==> src/rtl/move_scheduler.sv <==
// Turns the keyboard report's key slots into one W/A/S/D movement command per frame.
// With MOVE_REPEAT_DELAY_EN defined, a pause of REPEAT_DELAY frames separates the first step from auto-repeat.
module move_scheduler #(
  parameter int unsigned NUM_SLOTS    = 4,
  parameter logic [7:0]  KEY_W        = 8'h1A,
  parameter logic [7:0]  KEY_A        = 8'h04,
  parameter logic [7:0]  KEY_S        = 8'h16,
  parameter logic [7:0]  KEY_D        = 8'h07
`ifdef MOVE_REPEAT_DELAY_EN
  ,
  parameter int unsigned REPEAT_DELAY = 15
`endif
) (
  input  logic                   Clk,
  input  logic                   Reset_n,
  input  logic                   frame_clk,
  input  logic [8*NUM_SLOTS-1:0] keycodes,
  output logic [7:0]             move_keycode,
  output logic                   frame_tick,
  output logic [1:0]             active_dir
);

  typedef enum logic [1:0] {S_IDLE, S_STEP, S_REPEAT, S_DELAY} state_t;

  // Direction index doubles as the held-vector bit: 0=W, 1=A, 2=S, 3=D.
  function automatic logic [1:0] pick_dir(input logic [3:0] v);
    if (v[0])      pick_dir = 2'd0;
    else if (v[2]) pick_dir = 2'd2;
    else if (v[1]) pick_dir = 2'd1;
    else           pick_dir = 2'd3;
  endfunction

  function automatic logic [7:0] key_of(input logic [1:0] dir);
    case (dir)
      2'd0:    key_of = KEY_W;
      2'd1:    key_of = KEY_A;
      2'd2:    key_of = KEY_S;
      default: key_of = KEY_D;
    endcase
  endfunction

  logic       fc_meta_q, fc_sync_q, fc_prev_q, tick_q;
  logic [3:0] held, held_q, newpress;
  logic [1:0] winner_q, winner_d;
  logic       winner_vld_q, winner_vld_d;
  state_t     state_q, state_d;
  logic [7:0] move_q, move_d;
  logic [1:0] dir_q, dir_d;
`ifdef MOVE_REPEAT_DELAY_EN
  logic [7:0] cnt_q, cnt_d;
  logic [7:0] cnt_next;
  assign cnt_next = cnt_q + 8'd1;
`endif

  always_comb begin
    held = '0;
    for (int i = 0; i < NUM_SLOTS; i++) begin
      if (keycodes[8*i +: 8] == KEY_W) held[0] = 1'b1;
      if (keycodes[8*i +: 8] == KEY_A) held[1] = 1'b1;
      if (keycodes[8*i +: 8] == KEY_S) held[2] = 1'b1;
      if (keycodes[8*i +: 8] == KEY_D) held[3] = 1'b1;
    end
  end

  assign newpress = held & ~held_q;

  always_comb begin
    winner_d     = winner_q;
    winner_vld_d = winner_vld_q;
    if (|newpress) begin
      winner_d     = pick_dir(newpress);
      winner_vld_d = 1'b1;
    end else if (!winner_vld_q || !held[winner_q]) begin
      // Winner released: fall back to the highest-priority key still down.
      winner_vld_d = |held;
      if (|held) winner_d = pick_dir(held);
    end
  end

  always_comb begin
    state_d = state_q;
    move_d  = move_q;
    dir_d   = dir_q;
`ifdef MOVE_REPEAT_DELAY_EN
    cnt_d   = cnt_q;
`endif
    if (tick_q) begin
      if (!winner_vld_q) begin
        state_d = S_IDLE;
        move_d  = 8'h00;
      end else begin
        dir_d  = winner_q;
        move_d = key_of(winner_q);
        case (state_q)
          S_IDLE:   state_d = S_STEP;
`ifdef MOVE_REPEAT_DELAY_EN
          S_STEP: begin
            state_d = S_DELAY;
            move_d  = 8'h00;
            cnt_d   = 8'h00;
          end
          S_DELAY: begin
            // dir_q still holds the direction seen at the previous tick.
            if (winner_q != dir_q) begin
              state_d = S_STEP;
            end else if (cnt_next >= 8'(REPEAT_DELAY)) begin
              state_d = S_REPEAT;
            end else begin
              cnt_d  = cnt_next;
              move_d = 8'h00;
            end
          end
`else
          S_STEP:   state_d = S_REPEAT;
`endif
          S_REPEAT: state_d = S_REPEAT;
          default:  state_d = S_IDLE;
        endcase
      end
    end
  end

  // NOTE: every register below is updated with <= so all of them see the same pre-edge values.
  always_ff @(posedge Clk or negedge Reset_n) begin
    if (!Reset_n) begin
      fc_meta_q    <= 1'b0;
      fc_sync_q    <= 1'b0;
      fc_prev_q    <= 1'b0;
      tick_q       <= 1'b0;
      held_q       <= '0;
      winner_q     <= 2'd0;
      winner_vld_q <= 1'b0;
      state_q      <= S_IDLE;
      move_q       <= 8'h00;
      dir_q        <= 2'd0;
`ifdef MOVE_REPEAT_DELAY_EN
      cnt_q        <= 8'h00;
`endif
    end else begin
      fc_meta_q    <= frame_clk;
      fc_sync_q    <= fc_meta_q;
      fc_prev_q    <= fc_sync_q;
      tick_q       <= fc_sync_q & ~fc_prev_q;
      held_q       <= held;
      winner_q     <= winner_d;
      winner_vld_q <= winner_vld_d;
      state_q      <= state_d;
      move_q       <= move_d;
      dir_q        <= dir_d;
`ifdef MOVE_REPEAT_DELAY_EN
      cnt_q        <= cnt_d;
`endif
    end
  end

  assign move_keycode = move_q;
  assign frame_tick   = tick_q;
  assign active_dir   = dir_q;

endmodule
==> config.mk <==
export PLATFORM = sky130hd
export DESIGN_NAME = move_scheduler
export DESIGN_NICKNAME = d
export VERILOG_FILES = /design/src/rtl/move_scheduler.sv
export SDC_FILE = /design/constraint.sdc
export NUM_CORES = 1
export LEC_CHECK = 0
export CORE_MARGIN = 5
export CORE_UTILIZATION = 45
export DETAILED_ROUTE_END_ITERATION = 12
export PLACE_DENSITY = 0.84
export SYNTH_ARGS = -nofsm -noshare
export SYNTH_HDL_FRONTEND = slang
export SYNTH_SLANG_ARGS = --single-unit
==> constraint.sdc <==
create_clock -name Clk -period 4.67 [get_ports Clk]
set_input_delay 0.934 -clock Clk [delete_from_list [all_inputs] [get_ports Clk]]
set_output_delay 0.934 -clock Clk [all_outputs]
set_load 0.02 [all_outputs]
Word-level counts from Yosys, hierarchy flattened

Index checks and enable logic that the tools add are counted.

Memory bits (writable): 0
Memories kept: 0
Latch bits: 0
Input bits: 35
Word-level logic and storage cells: 73
Bits in registers: 21
ROM bits: 0

Eq/ne operators: 18
Magnitude comparators: 1
Divide/modulo/power cells: 0
Reduce and logical (&&, ||, !) cells: 10
Shifts and indexed selects: 0
Add/subtract/negate cells: 0
Bitwise logic cells: 4
$mul: 0
Mux-type cells: 31

Operators with widths:

| cell               | count |
|---|---|
| $eq 8x3->1 const B | 8 |
| $eq 8x5->1 const B | 8 |
| $mux 1             | 19 |
| $mux 2             | 9 |
| $pmux 5 s3         | 1 |
| $reduce_or 4->1    | 2 |
| $mux 5             | 1 |
| $and 4x4->4        | 1 |
| $not 4->4          | 1 |
| $reduce_and 2->1   | 2 |
| $reduce_bool 2->1  | 2 |
| $lt 2x3->1 const B | 1 |
| $bmux 1 s2         | 1 |
| $eq 2x1->1 const B | 1 |
| $eq 2x2->1 const B | 1 |
| $logic_not 1->1    | 2 |
| $logic_not 2->1    | 1 |
| $and 1x1->1        | 1 |
| $logic_or 1x1->1   | 1 |
| $not 1->1          | 1 |

Logic depth before layout (Yosys ltp)

Depth after elaboration: 11
Gate-level depth with buffers: 8

Worst setup path after synthesis

No wires, ideal clock.

Kind: input to register
Start point: in keycodes[20]
End point: reg winner_q[1]
Data arrival time: 2.717 ns
Slack: 1.826 ns
Cell stages on the path: 7
Path through: nor2b_1 > and4b_1 > or4_1 > buf_2 > or4_4 > o31ai_2 > mux2_1

Longest elaborated chain between the ends: 9
Elaborated cells on any way between the ends: 31
Classes of those cells: eq/ne: 4; mux: 19; bitwise: 1; reduce/logical: 7

Ends and longest elaborated chain:

| what                         | RTL line | source |
|---|---|---|
| start, declared              | 17       | `input logic [8*NUM_SLOTS-1:0] keycodes,` |
| $eq 8x5->1 *                 | 58       | `if (keycodes[8*i +: 8] == KEY_W) held[0] = 1'b1;` |
| $mux 1 * (2 in series)       | 58       |  |
| via held[0]                  | 43       | `logic [3:0] held, held_q, newpress;` |
| $bmux 1 s2                   | 73       | `end else if (!winner_vld_q \|\| !held[winner_q]) begin` |
| $mux 1 (implied by the code) | 73       |  |
| $logic_not 1->1              | 73       |  |
| $logic_or 1x1->1             | 73       |  |
| $reduce_bool 2->1 (no line)  | -        |  |
| $reduce_and 2->1 (no line)   | -        |  |
| end signal, assigned         | 145      | `winner_q <= winner_d;` |
| end, declared                | 44       | `logic [1:0] winner_q, winner_d;` |

The timed path passes the listed nets; every way through them passes the cells marked *. The select of a mux whose other input is x is not followed.
A chain may end at the register's enable or synchronous reset.

Final worst setup path

Start point: in keycodes[23]
End point: reg winner_q[1]

Longest elaborated chain between the ends: 9
Elaborated cells on any way between the ends: 31
Classes of those cells: eq/ne: 4; mux: 19; bitwise: 1; reduce/logical: 7

Ends and longest elaborated chain:

| what                                        | RTL line | source |
|---|---|---|
| $eq 8x3->1, or another cell as far along    | 59       | `if (keycodes[8*i +: 8] == KEY_A) held[1] = 1'b1;` |
| $mux 1 (on tied branches) (2 in series)     | -        |  |
| $mux 2 or $bmux 1 s2 (tied branches)        | 29, 73   |  |
| $mux 2 or $mux 1 (tied branches)            | 28, 73   |  |
| $mux 2 or $logic_not 1->1 (tied branches)   | 27, 73   |  |
| $mux 2 or $logic_or 1x1->1 (tied branches)  | 76, 73   |  |
| $mux 2 or $reduce_bool 2->1 (tied branches) | -        |  |
| $mux 2 or $reduce_and 2->1 (tied branches)  | -        |  |

Several ways; a longest one is shown, not always the timed one. The select of a mux whose other input is x is not followed.

==> summary.md <==
| Metric | Value |
|---|---|
| Synth Cell Area | 1070 sq um |
| Total CTS buffers | 3 |
| CTS clock-pin slew for the worst setup and hold paths | 100 ps |
| Fill cells | 185 |
| N_diodes | 0 |
| Vias in the first global route | 1044 |
| Asr flop ratio synth | 1.00 |
| Antenna viol nets, final | 0 |
| P&R area growth vs syn | 44.1% |
| Sequential cell area | 450 sq um |
| Hold EP | fc_sync_q |
| Setup Viol. Count Final | 0 |
| Setup WS pre-CTS | 1250 ps |
| Initial antenna violation count | 0 |
| CTS Sinks | 18 |
| R2R cell count | 5 |
| Post-synth EDFFs | 0 |
| Predominant post-synthesis flop cell | dfrtp_1 |
| Clk Latency, worst-skew pair | 290 ps |
| Hold buffers post-CTS | 0 |
| CP delay by family, top | simple AND/OR/NAND/NOR gates |
| Most frequent cells in the layout | clkdlybuf4s50_1, dfrtp_1, nand3_1 |
| CTS resizes | 0 |
| DR vias | 1030 |
| Setup TNS | 0 ps |
| Peak supply drop | 0.196 mV |
| WP buf/inv | 1 |
| Routed wire length | 2.56 mm |
| Post-CTS setup buffer count | 0 |
| Fraction of layout cells with a size suffix above 1 | 0.0980 |
| CTS max path bufs | 2 |
| Min-delay src | fc_meta_q |
| # rows | 17 |
| Final Critical Period | 3110 ps |
| Post-synth cell types | 37 |
| Final Instance Area | 1540 sq um |
| Slowest CP cell | or4_1 |
| R2r endpoint | winner_q[1] |
| Multi-input logic area | 577 sq um |
| Placeable core region | 2230 sq um |
| WHS Path Cells | 0 |
| R2R Setup Slk | 2840 ps |
| Port buffer count | 42 |
| Worst Hold Class | flip-flop to flip-flop |
| Placed cell areas | 1510 sq um |
| Starting Density | 0.479 |
| First-pass GRT wire length | 4.45 mm |
| Final setup margin | 1560 ps |
| Crit Reg-Reg Startpoint | winner_q[1] |
| Fin. max-slew vios | 0 |
| Levels on crit path | 7 |
| Aggregate global routing overflow | 0 |
| Cell Pwr Density | 260 nW/um^2 |
| GRT Total Usage | 0.166 |
| Die area | 3450 sq um |
| Residual DRC count | 0 |
| Worst Setup End Kind | flip-flop |
| Max FO, Critical Path | 5 |
| Gpl congestion | 0.957 |
| Post-DP HPWL | 2.21 mm |
| Final Hold Fails | 0 |
| Slew headroom | 0.485 |
| Ports | 46 |
| Max cap viols | 0 |
| Sequential element share of the synthesized area | 0.421 |
| H-tree depth | 1 |
| Crit-path cells | clkdlybuf4s50_1, nor4b_4, and4b_1, or4_1, or4_4, o31ai_2, mux2_1 |
| Synth Area per Inst | 9.81 sq um |
| Cells after Synth | 109 |
| Fmax | 0.322 GHz |
| Worst Max-Slew Pin Slew | 770 ps |
| WL/cell | 14.1 um |
| Total of warnings raised by yosys | 0 |
| P_leak | 0.606 nW |
| Setup crit start kind | primary input |
| Drt pass-1 iters | 5 |
| RSZ-0062 raised after global routing | no |
| Worst Path Required | 4850 ps |
| Nets | 189 |
| Initial DRC Count | 33 |
| Status | completed |
| Commonest non-fill, non-tap cell in the layout | clkdlybuf4s50_1 |
| Via/cell ratio | 5.69 |
| WS Path Type | primary input to flip-flop |
| CTS root buf | clkbuf_4 |
| Critical Path AT | 3280 ps |
| Skew final | 3.62 ps |
| Die W | 58.8 um |
| Largest net degree at the start of global routing | 19 |
| Final period util | 0.665 |
| Chip height | 58.8 um |
| TritonCTS clock tree | yes |
| Post-synthesis register bit count | 18 |
| Max incr delay on CP | 590 ps |
==> worst reg2reg max path, cell delays in order (launching register included) <==
cell and delay, ps:
dfrtp_1 450, nand2b_1 180, o22ai_1 100, or3_4 380, o31ai_2 270, mux2_1 350
==> layout make-up <==
class,count,share of cell area
well taps,28,0.0227
multi-input cells,83,0.374
inverters,6,0.0146
clock buffers,4,0.0235
repair buffers,42,0.273
flip-flops and latches,18,0.292
==> power breakdown <==
group          switching, mW  internal (mW)  total (mW)
clock network         0.0456         0.0475      0.0931
registers             0.0164          0.173       0.189
logic                 0.0498         0.0678       0.118
==> registers in the layout, indices dropped and copies added, names as in the netlist <==
| register | cells |
|---|---|
| move_keycode | 5 |
| held_q | 4 |
| active_dir | 2 |
| winner_q | 2 |
| fc_meta_q | 1 |
| fc_prev_q | 1 |
| fc_sync_q | 1 |
| frame_tick | 1 |
| winner_vld_q | 1 |
==> synthesized netlist by cell type (2+ instances only) <==
master | number | area share
nor2b_1 | 8 | 0.047
buf_4 | 3 | 0.021
dfrtp_1 | 18 | 0.42
nor4_1 | 4 | 0.023
nor3b_1 | 2 | 0.014
nor2_1 | 7 | 0.025
nand3_1 | 9 | 0.042
nand4_1 | 5 | 0.029
o21ai_0 | 4 | 0.019
and4b_1 | 3 | 0.028
nand2b_1 | 2 | 0.012
inv_1 | 6 | 0.021
mux2_2 | 2 | 0.021
a22oi_1 | 2 | 0.014
nand4_4 | 2 | 0.040
o22ai_1 | 5 | 0.029
nand2_1 | 6 | 0.021
nor3_1 | 2 | 0.0094
==> metrics by stage <==
stage | power [mW] | cells | util | hold WS [ps]
detailed placement | 0.310 | 177 | 0.674 | 343
floorplan | 0.244 | 111 | - | 331
CTS | 0.404 | 181 | 0.690 | 366
finish | 0.400 | 181 | 0.690 | 363
global placement | 0.305 | 177 | 0.674 | 338
global route | 0.421 | 181 | 0.690 | 380
==> worst max-delay path by stage <==
stage	start	end
2_1_floorplan	keycodes[20]	winner_q[1]
5_1_grt	keycodes[5]	winner_q[1]
4_1_cts	keycodes[21]	winner_q[1]
6_report	keycodes[23]	winner_q[1]
3_5_place_dp	keycodes[21]	winner_q[1]
3_3_place_gp	keycodes[21]	winner_q[1]
==> logic make-up after synthesis <==
family                 synth area share
muxes                            0.0409
other                           0.00351
DFF                               0.421
buffers and inverters            0.0468
AOI/OAI and AO/OA                 0.104
and+or+nand+nor                   0.384
==> metal layers <==
layer / track usage / part of all wire / vias up
met5: 0 / 0 / -
met1: 0.168 / 0.35 / 502
met2: 0.326 / 0.58 / 36
met4: 0.0583 / 0 / 0
li1: - / - / 492
met3: 0.0329 / 0.068 / 0
No activity file was read; power rests on OpenSTA's default activity.
